`src/rtl/cache_pkg.sv`:
```
// Shared types and derived constants for the direct-mapped write-through cache.
package cache_pkg;

  typedef enum logic [1:0] {
    ST_IDLE    = 2'd0,
    ST_RD_MISS = 2'd1,
    ST_WR_THRU = 2'd2
  } state_e;

  localparam int D_WIDTH_DEF   = 4;
  localparam int A_WIDTH_DEF   = 8;
  localparam int IDX_WIDTH_DEF = 3;
  localparam int CNT_WIDTH_DEF = 8;

  localparam state_e STATE_RST  = ST_IDLE;
  localparam logic   RAM_RW_RST = 1'b0;

  function automatic int tag_width(input int a_w, input int idx_w);
    return a_w - idx_w;
  endfunction

  function automatic int line_count(input int idx_w);
    return 1 << idx_w;
  endfunction

endpackage

```
`src/rtl/cache_tag_array.sv`:
```
// Valid/tag/data storage with combinational lookup, write-hit and fill ports,
// and a single-cycle flush that overrides a coincident fill.
module cache_tag_array
  import cache_pkg::*;
#(
  parameter int d_width   = D_WIDTH_DEF,
  parameter int a_width   = A_WIDTH_DEF,
  parameter int idx_width = IDX_WIDTH_DEF
) (
  input  logic                                clk,
  input  logic                                clr,
  input  logic [a_width-1:0]                  lookup_addr_i,
  output logic                                hit_o,
  output logic [d_width-1:0]                  lookup_data_o,
  input  logic                                wr_en_i,
  input  logic [idx_width-1:0]                wr_idx_i,
  input  logic [d_width-1:0]                  wr_data_i,
  input  logic                                fill_en_i,
  input  logic [idx_width-1:0]                fill_idx_i,
  input  logic [tag_width(a_width, idx_width)-1:0] fill_tag_i,
  input  logic [d_width-1:0]                  fill_data_i,
  input  logic                                flush_i
);

  localparam int TAG_W = tag_width(a_width, idx_width);
  localparam int LINES = line_count(idx_width);

  logic [LINES-1:0]   valid_q;
  logic [TAG_W-1:0]   tag_q  [LINES];
  logic [d_width-1:0] data_q [LINES];

  logic [idx_width-1:0] lk_idx;
  logic [TAG_W-1:0]     lk_tag;

  assign lk_idx        = lookup_addr_i[idx_width-1:0];
  assign lk_tag        = lookup_addr_i[a_width-1:idx_width];
  assign hit_o         = valid_q[lk_idx] && (tag_q[lk_idx] == lk_tag);
  assign lookup_data_o = data_q[lk_idx];

  always_ff @(posedge clk or negedge clr) begin
    if (!clr) begin
      valid_q <= '0;
    end else if (flush_i) begin
      valid_q <= '0;
    end else if (fill_en_i) begin
      valid_q[fill_idx_i] <= 1'b1;
    end
  end

  // Tag/data need no reset: a line is meaningless until its valid bit is set.
  always_ff @(posedge clk) begin
    if (fill_en_i) begin
      tag_q[fill_idx_i]  <= fill_tag_i;
      data_q[fill_idx_i] <= fill_data_i;
    end else if (wr_en_i) begin
      data_q[wr_idx_i] <= wr_data_i;
    end
  end

endmodule

```
`src/rtl/dm_cache.sv`:
```
// Direct-mapped write-through cache controller: request FSM, RAM handshake,
// deferred flush and saturating hit/miss counters around cache_tag_array.
module dm_cache
  import cache_pkg::*;
#(
  parameter int d_width   = D_WIDTH_DEF,
  parameter int a_width   = A_WIDTH_DEF,
  parameter int idx_width = IDX_WIDTH_DEF,
  parameter int cnt_width = CNT_WIDTH_DEF
) (
  input  logic                 clk,
  input  logic                 clr,
  input  logic [a_width-1:0]   addr,
  input  logic [d_width-1:0]   data_in,
  input  logic                 rw,
  input  logic                 ce,
  input  logic                 flush,
  output logic [d_width-1:0]   data_out,
  output logic                 odv,
  output logic                 busy,
  output logic [a_width-1:0]   ram_addr,
  output logic [d_width-1:0]   ram_wdata,
  output logic                 ram_rw,
  output logic                 ram_ce,
  input  logic [d_width-1:0]   ram_rdata,
  input  logic                 ram_ack,
  output logic [cnt_width-1:0] hit_cnt,
  output logic [cnt_width-1:0] miss_cnt
);

  state_e               state_q;
  logic [a_width-1:0]   addr_q;
  logic [d_width-1:0]   wdata_q;
  logic [d_width-1:0]   data_out_q;
  logic                 odv_q;
  logic                 ram_ce_q;
  logic                 ram_rw_q;
  logic                 flush_pend_q;
  logic [cnt_width-1:0] hit_cnt_q;
  logic [cnt_width-1:0] miss_cnt_q;

  logic               hit;
  logic               hit_eff;
  logic               ack;
  logic               fill_en;
  logic               wr_en;
  logic               flush_now;
  logic [d_width-1:0] line_data;

  // A pending flush is applied on this IDLE edge, so lines already count as invalid.
  always_comb begin
    hit_eff   = hit && !flush_pend_q;
    ack       = ram_ce_q && ram_ack;
    fill_en   = (state_q == ST_RD_MISS) && ack;
    wr_en     = (state_q == ST_IDLE) && ce && !rw && hit_eff;
    flush_now = 1'b0;
    if (state_q == ST_IDLE) begin
      flush_now = (flush && !ce) || flush_pend_q;
    end else if (ack) begin
      flush_now = flush || flush_pend_q;
    end
  end

  cache_tag_array #(
    .d_width   (d_width),
    .a_width   (a_width),
    .idx_width (idx_width)
  ) u_tags (
    .clk           (clk),
    .clr           (clr),
    .lookup_addr_i (addr),
    .hit_o         (hit),
    .lookup_data_o (line_data),
    .wr_en_i       (wr_en),
    .wr_idx_i      (addr[idx_width-1:0]),
    .wr_data_i     (data_in),
    .fill_en_i     (fill_en),
    .fill_idx_i    (addr_q[idx_width-1:0]),
    .fill_tag_i    (addr_q[a_width-1:idx_width]),
    .fill_data_i   (ram_rdata),
    .flush_i       (flush_now)
  );

  always_ff @(posedge clk or negedge clr) begin
    if (!clr) begin
      state_q      <= STATE_RST;
      addr_q       <= '0;
      wdata_q      <= '0;
      data_out_q   <= '0;
      odv_q        <= 1'b0;
      ram_ce_q     <= 1'b0;
      ram_rw_q     <= RAM_RW_RST;
      flush_pend_q <= 1'b0;
      hit_cnt_q    <= '0;
      miss_cnt_q   <= '0;
    end else begin
      odv_q <= 1'b0;
      unique case (state_q)
        ST_IDLE: begin
          flush_pend_q <= ce && flush;
          if (ce) begin
            if (rw && hit_eff) begin
              data_out_q <= line_data;
              odv_q      <= 1'b1;
              if (hit_cnt_q != '1) hit_cnt_q <= hit_cnt_q + 1'b1;
            end else begin
              addr_q   <= addr;
              wdata_q  <= data_in;
              ram_ce_q <= 1'b1;
              ram_rw_q <= rw;
              state_q  <= rw ? ST_RD_MISS : ST_WR_THRU;
              if (rw && (miss_cnt_q != '1)) miss_cnt_q <= miss_cnt_q + 1'b1;
            end
          end
        end
        ST_RD_MISS, ST_WR_THRU: begin
          if (ack) begin
            ram_ce_q     <= 1'b0;
            state_q      <= ST_IDLE;
            flush_pend_q <= 1'b0;
            if (state_q == ST_RD_MISS) begin
              data_out_q <= ram_rdata;
              odv_q      <= 1'b1;
            end
          end else begin
            flush_pend_q <= flush_pend_q || flush;
          end
        end
        default: state_q <= ST_IDLE;
      endcase
    end
  end

  assign busy      = (state_q != ST_IDLE);
  assign data_out  = data_out_q;
  assign odv       = odv_q;
  assign ram_addr  = addr_q;
  assign ram_wdata = wdata_q;
  assign ram_rw    = ram_rw_q;
  assign ram_ce    = ram_ce_q;
  assign hit_cnt   = hit_cnt_q;
  assign miss_cnt  = miss_cnt_q;

endmodule
```
`config.mk`:
```
export PLATFORM = sky130hd
export DESIGN_NAME = dm_cache
export DESIGN_NICKNAME = d
export VERILOG_FILES = /design/src/rtl/cache_pkg.sv /design/src/rtl/cache_tag_array.sv /design/src/rtl/dm_cache.sv
export SDC_FILE = /design/constraint.sdc
export NUM_CORES = 1
export LEC_CHECK = 0
export BUFFER_PORTS_ARGS = -buffer_cell sky130_fd_sc_hd__buf_2
export CORE_MARGIN = 5
export CORE_UTILIZATION = 34
export CTS_CLUSTER_DIAMETER = 30
export DETAILED_ROUTE_END_ITERATION = 6
export GPL_TIMING_DRIVEN = 0
export HOLD_SLACK_MARGIN = 0.02
export SLEW_MARGIN = 25
export SYNTH_ARGS = -nofsm -noshare
export SYNTH_HDL_FRONTEND = slang
export SYNTH_SLANG_ARGS = --single-unit
```
`constraint.sdc`:
```
create_clock -name clk -period 2.31 [get_ports clk]
set_clock_uncertainty 0.15 [all_clocks]
set_input_delay 0.462 -clock clk [delete_from_list [all_inputs] [get_ports clk]]
set_output_delay 0.462 -clock clk [all_outputs]
set_load 0.01 [all_outputs]
```
==> impl_metrics.toml, run 1 <==
[synth]
ys_warn_count = 0
synthTopCellsByArea = "edfxtp_1 42%, dfrtp_1 22%, mux2i_1 5.2%, mux4_2 3.9%, mux2_2 3.5%"
synth_top_area_share_pct = 41.6
ys.flop_type = "edfxtp_1"
synth_seq_cells = 118
yosysTopAreaCell = "edfxtp_1"
synth.most_common_cell = "edfxtp_1"
synthTopCellsByCount = "72 x edfxtp_1, 46 x dfrtp_1, 27 x mux2i_1"
avgSynthCellArea_um2 = 14.7
netlist_area_mm2 = 0.00520
syn_inst = 353
ys_types = 48
synth_nets = 381
synth-edff-count = 72
async_flop_share_pct = 39.0
seq_area_frac_synth_pct = 63.7

[power_and_ir_drop]
p_comb_share_pct = 24.7
p_total_mw = 7.43
ir_drop_mv = 0.572
sw_frac_of_total_pct = 29.6
p_per_area_mw_per_mm2 = 1030
switching_power_mw = 2.20
p_int_mw = 5.24
leakagePower_nw = 2.91
p_clk_share_pct = 35.2
pwr-share-seq_pct = 40.1

[clock_tree]
tritoncts = "done"
cts_buffer_depth = 2
cts_buffers = 17
path_clk_slew_ns = 0.05
clock_latency_ns = 0.41
cts_root_buf = "clkbuf_16"
h-tree-depth = 4
clock_sinks = 118

[floorplanning]
die_area_mm2 = 0.0179
die_w_um = 134
die_h_um = 134
num_rows = 45
coreArea_mm2 = 0.0151
start_util_pct = 34.5
ios = 58

[sta]
fin_crit_sh_pct = 111
slew_violations = 0
max_slew.worst_pin.slew_ns = 0.825
rsz0062_at_grt = "yes"
hold_ws_ns = 0.157
setup_ws_ns = -0.264
hold_violations = 0
fmax_ghz = 0.388
setup_viol = 100
relSlewSlack_pct = 44.6
finalCriticalPeriod_ns = 2.57

[flow_run]
drv_cap = 0

[placed_design]
preCtsSetupSlack_ns = -1.07
placed_cells = 596
portBuffers = 55
dpl.hpwl_mm = 8.10
gp_congestion = 0.828

[global_route]
grt_remaining_overflow = 0
antenna_found_initial = 0
grt_max_degree = 47
grt_pass1_vias = 3499
track_usage_pct = 14.6
grt_pass1_wl_mm = 19.6

[critical_path]
cp.required_ns = 2.29
critical_path_arrival_ns = 2.56
cp-start-kind = "input port"
end_kind = "register"
rrSetupSlack_ns = -0.24
crit_type = "in -> reg"
crit_fanout = 9

[final_layout]
drive_gt1_share_pct = 44.2
fin_nets = 479
layout.cells.non_filler = 652
antenna_cells = 0
finish.utilization_pct = 47.6
area_growth_pct = 38.2

[route]
post_drt_wl_per_cell_um = 19.4
drt-pass1-iter-count = 4
antenna_left = 0
drt_iter0_markers = 204
vias_per_cell = 5.13
route.detailed.drc = 0
vias = 3343
routed_wl_mm = 12.7

[status]
violations = "setup timing"
status = "finished with violations"

[worst_hold_path]
hp-class = "in -> reg"
## metrics by stage
step | setup TNS [ns] | cell area (um2)
2_1_floorplan | -30.10 | 5400
3_3_place_gp | -99.33 | 5910
3_5_place_dp | -95.49 | 5920
4_1_cts | -11.68 | 6980
5_1_grt | -22.81 | 7190
6_report | -17.52 | 7190
## repair_timing
| action | CTS | global route |
|---|---|---|
| hold buffers | 1 | 0 |
| gates resized for setup | 58 | 31 |
| gates cloned | 3 | 1 |
| endpoints found under the hold margin | 46 | 0 |
| pin swaps | 16 | 10 |
| buffers inserted | 14 | 7 |
| setup endpoints to repair | 142 | 105 |
## logic make-up (layout without fill, tap and decap cells)
logic type	count (synthesis)	in the layout	synth area share (%)
flops	118	118	63.7
compound gates	55	55	7.29
simple gates	80	81	8.52
xor+xnor	14	14	2.36
fa+ha+maj	6	6	1.44
mux	60	60	14.5
buf+inv	20	130	2.14
## worst max-delay path, cell delays in order
cell      delay (ns)
buf_6           0.13
and2_4          0.16
clkbuf_8        0.15
a221oi_2        0.25
o21ai_2         0.10
o21bai_4        0.18
nor4_4          0.30
buf_6           0.17
buf_12          0.12
buf_12          0.10
nand2_8         0.07
mux2_4          0.35
## power by group through the flow
stage               logic (mW)  registers (mW)  clock network [mW]
floorplan                0.900            3.01                   0
global placement          1.48            2.95                   0
detailed placement        1.51            2.99                   0
CTS                       1.78            2.97                2.66
global route              1.98            3.04                2.77
finish                    1.84            2.98                2.62
## layout make-up
type	instances	area (um2)
tap	188	235
fill	1322	7900
clock buffer	25	539
multi-input combinational	216	2290
sequential	118	3310
clock inverter	7	61.3
inverter	6	22.5
timing repair buffer	80	588
buffer	12	133
## cells in the final DEF (no fill, tap or decap), types with 5 or more instances in the layout
cell type / synthesis / layout
clkbuf_16: 0 / 21
buf_12: 0 / 6
nand3_1: 9 / 5
dfrtp_1: 46 / 46
clkbuf_1: 6 / 7
buf_2: 2 / 54
xor2_1: 6 / 6
mux2_4: 3 / 24
nand2_1: 16 / 15
clkinv_2: 0 / 5
o21ai_0: 7 / 6
nand2b_1: 9 / 6
o21a_1: 8 / 8
mux4_2: 9 / 9
buf_4: 1 / 16
and3_1: 9 / 9
a21oi_1: 11 / 9
inv_1: 6 / 6
mux2i_1: 27 / 26
nor2_2: 0 / 5
a22oi_1: 12 / 9
xnor2_1: 8 / 6
edfxtp_1: 72 / 72
ha_1: 6 / 5
buf_6: 4 / 5
## per-layer routing
layer,up-vias,GRT usage (%),part of all wire [%]
met2,93,22.8,48
li1,1550,-,-
met3,6,4.87,5.4
met5,-,0,0
met1,1694,19.3,46
met4,0,4.74,0.63
## sequential cells by signal, summed over array words and instances, names as in the netlist, 4 cells and up
register	cells
ram_addr	8
data_out	4
u_tags.valid_q	8
miss_cnt	8
hit_cnt	8
u_tags.tag_q	40
u_tags.data_q	32
ram_wdata	4
## final timing paths
check                                       start                   to  cells after the start
min in group asynchronous                     clr         ram_wdata[0]                      2
worst min-delay path                   data_in[2]         ram_wdata[2]                      2
worst max-delay path                      addr[1]  u_tags.data_q[4][3]                     12
worst min register to register             ram_rw               ram_rw                      1
worst max register to register  u_tags.valid_q[0]          data_out[2]                      9
max in group asynchronous                     clr          ram_addr[6]                      2
No activity file was read; power rests on OpenSTA's default activity.
==> run 2, diff against run 1 <==
--- a/config.mk
+++ b/config.mk
@@ -12,6 +12,7 @@
 export DETAILED_ROUTE_END_ITERATION = 6
 export GPL_TIMING_DRIVEN = 0
 export HOLD_SLACK_MARGIN = 0.02
+export PLACE_DENSITY_LB_ADDON = 0.2
 export SLEW_MARGIN = 25
 export SYNTH_ARGS = -nofsm -noshare
 export SYNTH_HDL_FRONTEND = slang
==> run 2 against run 1 <==
Against the previous run:
- power is 1.7% lower
- non-clock buffer count rose by 1
- first-iteration DRC count shrank 30%
- the run still ends with setup timing left
- largest power group unchanged
- final area decreased by 1.1%
==> impl_metrics.toml, run 2 (synthesized netlist as in run 1, its figures left out) <==
[global_route]
grt_pass1_vias = 3453
grt_max_degree = 47
antenna_found_initial = 0
grt_pass1_wl_mm = 19.8
track_usage_pct = 14.7
grt_remaining_overflow = 0

[final_layout]
largestRegisters = "u_tags.tag_q: 40 flops, u_tags.data_q: 32 flops"
multi_input_area_mm2 = 0.00228
area_growth_pct = 36.7
drive_gt1_share_pct = 43.2
final_cell_area_mm2 = 0.00710
fill_cells = 1342
layout.cells.non_filler = 653
largest_reg_flops = 40
antenna_cells = 0
layout.area.seq_mm2 = 0.00331
mostFrequentLayoutCell = "edfxtp_1"
largest_register = "u_tags.tag_q"
final_cell_mix = "72 x edfxtp_1, 54 x buf_2, 46 x dfrtp_1"
fin_nets = 480

[worst_hold_path]
hp-class = "in -> reg"
min_to = "ram_wdata[3]"
hold_start = "data_in[3]"
whs_path_depth = 2

[power_and_ir_drop]
ir_drop_mv = 0.608
leakagePower_nw = 2.86
p_per_area_mw_per_mm2 = 1030
p_total_mw = 7.31

[floorplanning]
start_util_pct = 34.5
die_w_um = 134
die_area_mm2 = 0.0179
ios = 58
die_h_um = 134
num_rows = 45
coreArea_mm2 = 0.0151

[status]
status = "finished with violations"
violations = "setup timing"

[critical_path]
rrSetupSlack_ns = -0.23
crit_fanout = 9
reg2reg_from = "u_tags.tag_q[1][1]"
cp-start-kind = "input port"
timing.rr.end = "ram_addr[4]"
critical_path_arrival_ns = 2.75
rr_worst_depth = 11
crit_type = "in -> reg"
cp.required_ns = 2.45
end_kind = "register"

[clock_tree]
tritoncts = "done"
clock_latency_ns = 0.41
clock_sinks = 118
h-tree-depth = 4
cts_buffer_depth = 2
path_clk_slew_ns = 0.05
cts_buffers = 17
cts_root_buf = "clkbuf_16"

[route]
drt_iter0_markers = 142
drt-pass1-iter-count = 4
routed_wl_mm = 12.6
vias = 3333
post_drt_wl_per_cell_um = 19.3
vias_per_cell = 5.10
antenna_left = 0
route.detailed.drc = 0

[sta]
slew_violations = 0
fmax_ghz = 0.384
setup_ws_ns = -0.296
rsz0062_at_grt = "yes"
finalCriticalPeriod_ns = 2.61
hold_ws_ns = 0.143
setup_viol = 99
setup_tns_ns = -19.66
relSlewSlack_pct = 44.3
max_slew.worst_pin.slew_ns = 0.827
fin_crit_sh_pct = 113
hold_violations = 0

[flow_run]
drv_cap = 0

[placed_design]
placed_cells = 596
portBuffers = 55
dpl.hpwl_mm = 8.14
postPlaceCellArea_mm2 = 0.00592
gp_congestion = 0.795
-- run 2: worst max path at each step --
| stage | startpoint | end | slack, ns | cells past startpoint |
|---|---|---|---|---|
| floorplan | addr[0] | u_tags.data_q[0][0] | -0.42 | 10 |
| global placement | addr[2] | u_tags.data_q[3][2] | -1.12 | 9 |
| detailed placement | addr[2] | u_tags.data_q[6][3] | -1.19 | 9 |
| CTS | addr[2] | u_tags.data_q[6][0] | -0.27 | 11 |
| global route | addr[0] | u_tags.data_q[6][0] | -0.35 | 12 |
| finish | addr[0] | ram_addr[4] | -0.30 | 14 |
-- run 2: timing repair --
item / in CTS / in global routing
pin swaps: 11 / 14
hold buffers: 1 / 0
cloned: 2 / 0
hold endpoints to repair: 46 / 0
resized for setup: 58 / 27
endpoints found under the setup margin: 143 / 111
setup buffers: 15 / 9
-- run 2: final cells by class --
type                       count  area share [%]
sequential                   118            46.6
timing repair buffer          80            7.77
buffer                        13            2.22
clock buffer                  19            6.09
multi-input combinational    216            32.0
inverter                       6           0.317
tap                          188            3.31
clock inverter                13            1.62
-- run 2: where the power goes --
part	total (mW)	internal (mW)	switching, mW
sequential	2.99	2.64	0.347
combinational	1.87	0.916	0.952
clock	2.45	1.55	0.895
-- run 2: critical path, cell delays in order --
cell and delay (ns):
buf_12 0.11, buf_12 0.11, buf_6 0.10, mux2i_1 0.27, a22oi_2 0.11, a21oi_2 0.23, o22ai_4 0.11, nor4_4 0.28
buf_6 0.16, buf_4 0.11, a21o_4 0.14, buf_12 0.11, buf_12 0.12, mux2_4 0.30
-- run 2: routing by layer --
| metal | global-route usage [%] | vias up | part of all wire (%) |
|---|---|---|---|
| met4 | 5.31 | 0 | 1.7 |
| met2 | 22.7 | 94 | 47 |
| met1 | 20.0 | 1661 | 45 |
| li1 | - | 1558 | - |
| met3 | 4.19 | 20 | 5.7 |
| met5 | 0 | - | 0 |
-- run 2: through the flow --
step                worst slack, ns  util [%]
floorplan                    -0.415         -
global placement              -1.12      39.1
detailed placement            -1.19      39.2
CTS                          -0.266      45.8
global route                 -0.355      47.1
finish                       -0.296      47.1
==> run 3, diff against run 2 <==
==> constraint.sdc (replaced) <==
create_clock -name clk -period 2.31 [get_ports clk]
set_clock_uncertainty 0.15 [all_clocks]
set_input_delay 0.462 -clock clk [delete_from_list [all_inputs] [get_ports clk]]
set_output_delay 0.462 -clock clk [all_outputs]
set_load 0.02 [all_outputs]
==> run 3 against run 2 <==
Against the previous run:
- the flow still finishes with violations (setup timing)
- sequential share of layout area down 0.71 points
- critical path depth down 3
- first-iteration DRC count up 15%
- global-route usage up 0.52 points
- non-clock buffer count up 3
- setup slack better by 0.050 ns
- utilization up 0.73 points
- final area up 1.5%
- critical endpoint is now u_tags.data_q[2][1]
==> impl_metrics.toml, run 3 (synthesized netlist as in run 1, its figures left out) <==
[final_layout]
largest_register = "u_tags.tag_q"
largestRegisters = "u_tags.tag_q: 40 flops, u_tags.data_q: 32 flops"
final_cell_area_mm2 = 0.00721
fin_nets = 483
area_growth_pct = 38.8
finish.utilization_pct = 47.8
layout.cells.non_filler = 656
final_cell_mix = "72 x edfxtp_1, 54 x buf_2, 46 x dfrtp_1"
mostFrequentLayoutCell = "edfxtp_1"
largest_reg_flops = 40
drive_gt1_share_pct = 44.4
antenna_cells = 0

[critical_path]
rrSetupSlack_ns = -0.24
crit_type = "in -> reg"
cp-start-kind = "input port"
cp.required_ns = 2.23
end_kind = "register"
crit_fanout = 9
critical_path_arrival_ns = 2.48

[placed_design]
gp_congestion = 0.824
preCtsSetupSlack_ns = -1.13
postPlaceCellArea_mm2 = 0.00592
portBuffers = 55
dpl.hpwl_mm = 8.25
placed_cells = 596

[clock_tree]
cts_root_buf = "clkbuf_16"
tritoncts = "done"
cts_buffers = 17
path_clk_slew_ns = 0.05
clock_latency_ns = 0.41
clock_sinks = 118
cts_buffer_depth = 2
h-tree-depth = 4

[sta]
finalCriticalPeriod_ns = 2.56
setup_tns_ns = -16.28
setup_ws_ns = -0.246
fmax_ghz = 0.391
slew_violations = 0
setup_viol = 97
hold_ws_ns = 0.150
max_slew.worst_pin.slew_ns = 1.12
hold_violations = 0
relSlewSlack_pct = 24.8
fin_crit_sh_pct = 111
rsz0062_at_grt = "yes"

[floorplanning]
start_util_pct = 34.5
ios = 58
die_h_um = 134
die_w_um = 134
num_rows = 45
die_area_mm2 = 0.0179
coreArea_mm2 = 0.0151

[global_route]
antenna_found_initial = 0
grt_max_degree = 47
grt_remaining_overflow = 0
track_usage_pct = 15.2
grt_pass1_vias = 3596
grt_pass1_wl_mm = 20.5

[route]
drt_iter0_markers = 163
post_drt_wl_per_cell_um = 19.6
highest_layer = "met4"
met2_length_mm = 6.16
vias = 3357
vias_per_cell = 5.12
route.detailed.drc = 0
drt-pass1-iter-count = 4
antenna_left = 0
wl_met1_mm = 5.78
wl_met3_um = 696
routed_wl_mm = 12.9

[status]
status = "finished with violations"
violations = "setup timing"

[power_and_ir_drop]
p_comb_share_pct = 25.9
p_total_mw = 7.87
sw_frac_of_total_pct = 30.4
switching_power_mw = 2.40
pwr-share-seq_pct = 38.0
p_clk_share_pct = 36.1
p_int_mw = 5.48
leakagePower_nw = 2.92
ir_drop_mv = 0.638
p_per_area_mw_per_mm2 = 1090

[flow_run]
drv_cap = 0

[worst_hold_path]
hp-class = "in -> reg"
run 3: timing repair:
| item | CTS | global route |
|---|---|---|
| buffers inserted | 19 | 7 |
| endpoints found under the hold margin | 46 | 0 |
| gates resized for setup | 72 | 14 |
| hold buffers | 1 | 0 |
| cloned | 3 | 0 |
| endpoints found under the setup margin | 144 | 104 |
| pin swaps | 15 | 4 |
run 3: cell type report:
class	count	area [um2]
Timing Repair Buffer	83	552
Clock buffer	22	454
Clock inverter	10	176
Inverter	6	22.5
Tap cell	188	235
Sequential cell	118	3310
Multi-Input combinational cell	216	2310
Fill cell	1305	7880
Buffer	13	148
run 3: path summary, 6_finish.rpt:
check	depth (start not counted)	endpoint	from
setup reg to reg	11	miss_cnt[7]	u_tags.valid_q[3]
min in group asynchronous	2	ram_wdata[0]	clr
hold / removal	2	ram_wdata[3]	data_in[3]
setup / recovery	11	u_tags.data_q[2][1]	addr[0]
max in group asynchronous	2	ram_addr[6]	clr
hold reg to reg	1	hit_cnt[5]	hit_cnt[5]
run 3: critical path: stages:
cell,delay (ns)
buf_12,0.12
buf_12,0.14
mux2i_2,0.16
a221oi_4,0.30
o21ai_2,0.11
o21bai_4,0.19
nor4_4,0.28
buf_6,0.16
buf_12,0.13
nand2_8,0.08
o32ai_4,0.34
run 3: per-layer routing:
metal  GRT usage, %  up-vias
li1               -     1565
met1           20.1     1684
met2           23.9       89
met3           4.38       19
met4           5.77        0
met5              0        -
run 3: power groups by stage:
stage | Clock, mW | Combinational, mW | Sequential, mW
2_1_floorplan | 0 | 0.907 | 3.17
3_3_place_gp | 0 | 1.64 | 2.97
3_5_place_dp | 0 | 1.67 | 3.00
4_1_cts | 2.89 | 1.99 | 2.99
5_1_grt | 3.00 | 2.19 | 3.05
6_report | 2.84 | 2.04 | 2.99
